===== config.mk =====
export PLATFORM = sky130hd
export DESIGN_NAME = hazard_forward_unit
export DESIGN_NICKNAME = d
export VERILOG_FILES = /design/src/rtl/hazard_forward_unit_pkg.sv /design/src/rtl/hazard_forward_unit_fwd_match.sv /design/src/rtl/hazard_forward_unit.sv
export SDC_FILE = /design/constraint.sdc
export NUM_CORES = 1
export LEC_CHECK = 0
export BUFFER_PORTS_ARGS = -buffer_cell sky130_fd_sc_hd__clkbuf_2
export CAP_MARGIN = 25
export CORE_AREA = 2 2 102 104
export CTS_CLUSTER_DIAMETER = 150
export DETAILED_ROUTE_END_ITERATION = 6
export DIE_AREA = 0 0 104 106
export GPL_TIMING_DRIVEN = 0
export PLACE_DENSITY_LB_ADDON = 0.25
export SLEW_MARGIN = 5
export SYNTH_ARGS = -nofsm -noshare
export SYNTH_HDL_FRONTEND = slang
export SYNTH_SLANG_ARGS = --single-unit

===== constraint.sdc =====
create_clock -name Clock -period 5.4 [get_ports Clock]
set_clock_uncertainty 0.1 [all_clocks]
set_input_delay 0 -clock Clock [delete_from_list [all_inputs] [get_ports Clock]]
set_output_delay 0 -clock Clock [all_outputs]
set_load 0.1 [all_outputs]

===== src/rtl/hazard_forward_unit_pkg.sv =====
// Shared types and encodings for the hazard/forwarding control slice.
// The tag rd field is sized for the widest register address any instance uses.
package hazard_forward_unit_pkg;

  localparam int TAG_RD_W = 8;

  localparam logic [1:0] PC_SEL_HOLD   = 2'd0;
  localparam logic [1:0] PC_SEL_PLUS4  = 2'd1;
  localparam logic [1:0] PC_SEL_RESET  = 2'd2;
  localparam logic [1:0] PC_SEL_TARGET = 2'd3;

  localparam int FWD_REGFILE = 0;

  typedef struct packed {
    logic                valid;
    logic [TAG_RD_W-1:0] rd;
    logic                regwr;
    logic                is_load;
  } tag_t;

  typedef enum logic {
    ST_BOOT,
    ST_RUN
  } state_t;

endpackage


===== src/rtl/hazard_forward_unit_fwd_match.sv =====
// Compares one source register against the in-flight tags; the youngest
// matching producer wins and flags a load whose data is not yet available.
module fwd_match
  import hazard_forward_unit_pkg::*;
#(
  parameter int NUM_FWD_STAGES = 2,
  parameter int REG_ADDR_W     = 5,
  parameter int LOAD_LATENCY   = 1,
  parameter int SEL_W          = 2
) (
  input  logic [REG_ADDR_W-1:0] rs,
  input  logic                  rs_used,
  input  tag_t                  tags [NUM_FWD_STAGES],
  output logic [SEL_W-1:0]      sel,
  output logic                  load_hazard
);

  logic [TAG_RD_W-1:0] rs_ext;

  assign rs_ext = TAG_RD_W'(rs);

  // Walk oldest to youngest so the lowest matching stage overrides the rest.
  always_comb begin
    sel         = SEL_W'(FWD_REGFILE);
    load_hazard = 1'b0;
    for (int k = NUM_FWD_STAGES - 1; k >= 0; k--) begin
      if (rs_used && (rs != '0) && tags[k].valid && tags[k].regwr &&
          (tags[k].rd == rs_ext)) begin
        sel         = SEL_W'(k + 1);
        load_hazard = tags[k].is_load && (k < LOAD_LATENCY);
      end
    end
  end

endmodule


===== src/rtl/hazard_forward_unit.sv =====
// Pipeline control: forwarding selects, load-use stall, branch flush, boot
// sequencing of the PC mux and saturating stall/flush counters.
module hazard_forward_unit
  import hazard_forward_unit_pkg::*;
#(
  parameter int NUM_SRC        = 2,
  parameter int NUM_FWD_STAGES = 2,
  parameter int REG_ADDR_W     = 5,
  parameter int LOAD_LATENCY   = 1,
  parameter int CNT_W          = 32,
  parameter int SEL_W          = $clog2(NUM_FWD_STAGES + 1)
) (
  input  logic                          Clock,
  input  logic                          Reset,
  input  logic                          dec_valid,
  input  logic [NUM_SRC*REG_ADDR_W-1:0] dec_rs,
  input  logic [NUM_SRC-1:0]            dec_rs_used,
  input  logic [REG_ADDR_W-1:0]         dec_rd,
  input  logic                          dec_regwr,
  input  logic                          dec_is_load,
  input  logic                          x_branch_taken,
  output logic [NUM_SRC*SEL_W-1:0]      fwd_sel,
  output logic                          stall,
  output logic                          flush,
  output logic [1:0]                    pc_sel,
  output logic [CNT_W-1:0]              stall_count,
  output logic [CNT_W-1:0]              flush_count
);

  state_t             state;
  tag_t               tags [NUM_FWD_STAGES];
  tag_t               dec_tag;
  logic [NUM_SRC-1:0] src_hazard;
  logic               in_run;
  logic               enter;

  for (genvar i = 0; i < NUM_SRC; i++) begin : g_src
    fwd_match #(
      .NUM_FWD_STAGES(NUM_FWD_STAGES),
      .REG_ADDR_W    (REG_ADDR_W),
      .LOAD_LATENCY  (LOAD_LATENCY),
      .SEL_W         (SEL_W)
    ) u_match (
      .rs         (dec_rs[i*REG_ADDR_W +: REG_ADDR_W]),
      .rs_used    (dec_rs_used[i]),
      .tags       (tags),
      .sel        (fwd_sel[i*SEL_W +: SEL_W]),
      .load_hazard(src_hazard[i])
    );
  end

  // A taken branch outranks a load-use stall: the stalled instruction is wrong-path.
  always_comb begin
    in_run = (state == ST_RUN);
    flush  = in_run && x_branch_taken;
    stall  = in_run && dec_valid && (|src_hazard) && !x_branch_taken;
    enter  = in_run && dec_valid && !stall && !flush;

    dec_tag         = '0;
    dec_tag.valid   = 1'b1;
    dec_tag.rd      = TAG_RD_W'(dec_rd);
    dec_tag.regwr   = dec_regwr;
    dec_tag.is_load = dec_is_load;

    if (!in_run)    pc_sel = PC_SEL_RESET;
    else if (flush) pc_sel = PC_SEL_TARGET;
    else if (stall) pc_sel = PC_SEL_HOLD;
    else            pc_sel = PC_SEL_PLUS4;
  end

  always_ff @(posedge Clock or negedge Reset) begin
    if (!Reset) begin
      state       <= ST_BOOT;
      stall_count <= '0;
      flush_count <= '0;
      for (int k = 0; k < NUM_FWD_STAGES; k++) tags[k] <= '0;
    end else begin
      state   <= ST_RUN;
      tags[0] <= enter ? dec_tag : '0;
      for (int k = 1; k < NUM_FWD_STAGES; k++) tags[k] <= tags[k-1];
      if (stall && (stall_count != '1)) stall_count <= stall_count + 1'b1;
      if (flush && (flush_count != '1)) flush_count <= flush_count + 1'b1;
    end
  end

endmodule


# After elaboration in Yosys (flattened, before gate mapping)
# Cells that the tools add are included.
# op_classes
n_eq_ne	6
reduce_logical	28
muxes	10
n_addsub	2
# op_table
cell	n
$add 32x1->32 const B	2
$ne 32x32->1 const B	2
$eq 8x5->1	4
$logic_and 1x1->1	22
$mux 2	6
$mux 11	1
$reduce_bool 5->1	2
$logic_not 1->1	3
$mux 1	3
$reduce_or 2->1	1
# word_totals
word_cells	56
ff_bits	86
output_inout_bits	72
input_bits	23

# Depth between registers and ports, before layout
# logic_depth
ltp_word	13
depth_mapped	8
depth_no_buf	7

# Cells and area by module
# Synthesis repeated with hierarchy kept, for this count alone.
# hier_totals
hier_cells	376
hier_area_um2	4060.1
# by_module_without_submodules
mod	seq_area_each_um2	area_each_um2	instances	cells_per_inst
hazard_forward_unit	2026.9	3689.8	1	332
fwd_match	0.0	185.2	2	22

# Worst setup path after synthesis
# Ideal clock, no wire load.
# synth_path
path_type	flip-flop to output port
from	register tags[16] (netlist name)
to	output port fwd_sel[1]
stages_incl_launch_ff	5
t_arrival_ns	5.625
n_path_buf	0
setup_slack_ns	-0.325
required_ns	5.300
path_cell_list	dfrtp_1 > xnor2_1 > nand4_1 > nor4_1 > nor3_1
# synth_between
elab_chain_len	3
# synth_lines
item	line	source
$eq 8x5->1	hazard_forward_unit_fwd_match.sv:28	(tags[k].rd == rs_ext)) begin
$logic_and 1x1->1	hazard_forward_unit_fwd_match.sv:27	if (rs_used && (rs != '0) && tags[k].valid && tags[k].regwr &&
$mux 2	hazard_forward_unit_fwd_match.sv:27	
to (decl)	hazard_forward_unit.sv:22	output logic [NUM_SRC*SEL_W-1:0] fwd_sel,
# Every way passes these cells.

# Worst setup path after layout
# layout_path
from	register tags[14] (netlist name)
to	output port pc_sel[0]
# layout_between
elab_chain_len	9
word_cells_on_any_way	12
classes_between	2 x eq/ne; 5 x mux; 5 x reduce/logical
# layout_lines
item	line	source
$eq 8x5->1	hazard_forward_unit_fwd_match.sv:28	
$logic_and 1x1->1	hazard_forward_unit_fwd_match.sv:27	
$mux 1	hazard_forward_unit_fwd_match.sv:27	
$reduce_or 2->1 *	hazard_forward_unit.sv:56	stall = in_run && dec_valid && (|src_hazard) && !x_branch_taken;
$logic_and 1x1->1 * (2 in a row)	hazard_forward_unit.sv:56	
$mux 1 *	hazard_forward_unit.sv:67	else if (stall) pc_sel = PC_SEL_HOLD;
$mux 2 *	hazard_forward_unit.sv:66	else if (flush) pc_sel = PC_SEL_TARGET;
$mux 2 *	hazard_forward_unit.sv:65	if (!in_run) pc_sel = PC_SEL_RESET;
to (decl)	hazard_forward_unit.sv:25	output logic [1:0] pc_sel,
# Every way passes the cells marked *; elsewhere a longest branch is shown, timed or not.

==> impl_metrics.csv <==
group,metric,value,unit
cts,cts_hold_buf,9,
global_routing,grt_pass1_vias,3034,
timing,worstMarginPinSlew,1.00,ns
route,routedWlPerCell,14.3,um
route,antenna_left,0,
yosys,synth.largest_area_cell,"dfrtp_1",
timing,hold_viol,0,
route,first_pass_iters,4,
yosys,ys_ff_latch,80,
yosys,ys.warnings.count,0,
worst_setup_path,worst-setup-path-type,"flop to output port",
placed_design,post-dp-hpwl,6680,um
placed_design,io_buffers,94,
cts,clkLatencyLatePin,0.35,ns
floorplan,dieArea,11000,um^2
pwr,p_leak,2.39,nW
worst_setup_path,cp.arrival,2.93,ns
pwr,pwr-share-clk,0.330,
floorplan,rows,37,
floorplan,chipWidth,104,um
worst_hold_path,hp-class,"input port to async pin",
pwr,power,1.35,mW
final_layout,layout-drive-gt1-share,0.258,
placed_design,dpl_cell_area,4580,um^2
final_layout,nFillCells,991,
yosys,synth.avg_cell_area,10.6,um^2
timing,rsz0062_at_grt,"no",
yosys,ys_seq_area_frac,0.512,
global_routing,antenna_found_initial,0,
timing,period_needed,3.03,ns
run,cap_violations,0,
global_routing,grt_pass1_wl,14900,um
cts,clkTransAtPathRegs,0.08,ns
final_layout,antennaDiodeCount,0,
cts,post_cts_resized,0,
global_routing,grt_max_degree,44,
route,vias,3131,
pwr,seqPwrFrac,0.482,
floorplan,ios,95,
timing,holdWs,0.0820,ns
route,detail_route.iter0.violations,119,
final_layout,final_cell_area,4870,um^2
cts,root_buffer,"clkbuf_8",
yosys,async_reset_ff_frac,1.00,
pwr,ir_drop,0.229,mV
yosys,ys_top_cells_by_area,"dfrtp_1, xnor2_1, xor2_1, nand4_1, and3_1",
placed_design,place.gp.congestion,0.822,
timing,final_max_slew_viol_count,0,
worst_setup_path,startpoint_type,"flop",
pwr,pwr_density_cell,276,nW/um^2
final_layout,syn_to_final_growth,24.8,%
global_routing,gr-usage-all-layers,0.167,
final_layout,multi_input_area,1870,um^2
yosys,syn-cell-area,3910,um^2
yosys,ys_types,42,
cts,post_cts_buffers,0,
final_layout,seqCellArea,2000,um^2
final_layout,nets,508,
floorplan,start_util,0.391,
route,drt_wl_total,8920,um
yosys,syn-num-nets,392,
pwr,cell_internal_pwr,898,uW
timing,relSlewSlack,0.324,
pwr,power_switching,449,uW
floorplan,coreArea,10000,um^2
route,drc,0,
timing,final-setup-viol-count,0,
timing,min_period_over_period,0.561,
cts,cts.sinks,80,
worst_setup_path,path_max_fanout,10,
yosys,synthCells,367,
floorplan,die_h,106,um
yosys,ys.flop_type,"dfrtp_1",
pwr,comb_power_share,0.189,
timing,finalSetupTns,0,ns
run_status,status,"finished clean",
pwr,p_sw_frac,0.333,
yosys,synth_top_area_frac,0.512,
cts,cts_max_level,3,
cts,clockBufferDepth,2,
timing,max_freq,0.330,GHz
route,avgViaCountPerCell,5.02,
worst_setup_path,critPathCaptureType,"output port",
cts,cts_tree,"built",
worst_setup_path,critPathRequiredTime,5.30,ns
global_routing,overflow,0,
yosys,synth-edff-count,0,
cts,cts_made_buffers,9,
==> power groups by stage <==
stage	Clock [mW]	Combinational, mW	Sequential [mW]
2_1_floorplan	0	0.0513	0.798
6_report	0.444	0.255	0.649
5_1_grt	0.483	0.267	0.653
4_1_cts	0.461	0.257	0.649
3_3_place_gp	0	0.247	0.660
3_5_place_dp	0	0.251	0.661
==> cell usage in the layout, fill, tap and decap left out, types with 3 or more instances in the layout <==
cell type / instances
clkbuf_2: 94
dfrtp_1: 80
xnor2_1: 53
nand2_1: 34
nand4_1: 27
xor2_1: 26
and3_1: 24
nand3_1: 22
nor2_1: 20
clkbuf_8: 10
dlygate4sd3_1: 9
and2_1: 8
and4_1: 8
nor3_1: 7
inv_1: 4
clkbuf_1: 4
nor4_1: 4
or4_1: 3
o21ai_0: 3
nand2b_1: 3
nor4b_1: 3
mux2_2: 3
==> routing by layer <==
| layer | GRT usage | vias to the layer above | wire length (um) |
|---|---|---|---|
| li1 | - | 1529 | - |
| met1 | 0.218 | 1509 | 4150 |
| met2 | 0.272 | 79 | 4180 |
| met3 | 0.0405 | 14 | 458 |
| met4 | 0.0598 | 0 | 133 |
| met5 | 0 | - | 0 |
==> final cells by class <==
cell class              count  share of cell area
multi-input cells         277               0.384
clock buffers              11              0.0290
repair buffers            105               0.121
clock inverters             5              0.0116
flip-flops and latches     80               0.411
well taps                 136              0.0349
inverters                   4             0.00308
plain buffers               6             0.00642
==> worst paths after layout <==
check                             endpoint  cells after the start  slack, ns            from
max in group asynchronous  flush_count[20]                      3       4.50           Reset
min reg2reg                        tags[1]                      0       0.33        tags[12]
min in group Clock                tags[21]                      4       0.13  x_branch_taken
max                              pc_sel[0]                      8       2.37        tags[14]
max reg2reg                 stall_count[1]                      7       2.56  stall_count[0]
min                        stall_count[16]                      2       0.08           Reset
==> state kept, by name (all words and copies together) (netlist names) <==
register,cells
in_run,1
stall_count,32
flush_count,32
tags,15
==> critical path: stages (launching register included) <==
cell and delay, ns:
dfrtp_1 0.42, xnor2_1 0.21, or4bb_1 0.50, o22ai_1 0.13
and3_1 0.18, clkbuf_1 0.20, clkbuf_1 0.41, nor2b_1 0.14
clkbuf_2 0.40
==> per-stage QoR <==
stage / cells / util / worst slack, ns
6_report: 624 / 0.487 / 2.37
5_1_grt: 624 / 0.487 / 2.21
4_1_cts: 623 / 0.487 / 2.32
3_5_place_dp: 598 / 0.458 / 2.49
3_3_place_gp: 597 / 0.456 / 2.52
2_1_floorplan: 367 / - / 1.51
==> cells by family (layout without fill, tap and decap cells) <==
kind of cell / after synthesis / count (layout) / share of synthesized area
and+or+nand+nor: 180 / 180 / 0.261
other: 1 / 1 / 0.000960
DFF: 80 / 80 / 0.512
xor gates and xnor gates: 79 / 79 / 0.177
adders and majority gates: 2 / 2 / 0.00641
muxes: 3 / 3 / 0.00865
AOI/OAI and AO/OA: 12 / 12 / 0.0215
buffers and inverters: 10 / 131 / 0.0118
==> synth_stat cells, types with 3 or more instances <==
cell       n
nor3_1     7
xnor2_1   53
nor4_1     6
nor2_1    20
and3_1    24
mux2_2     3
inv_1      4
dfrtp_1   80
and4_1     8
xor2_1    26
nand2b_1   3
or4_1      3
nor4b_1    3
nand2_1   34
clkbuf_1   3
nand4_1   27
o21ai_0    3
nand3_1   22
and2_1     8
(Power assumes the default switching activity.)
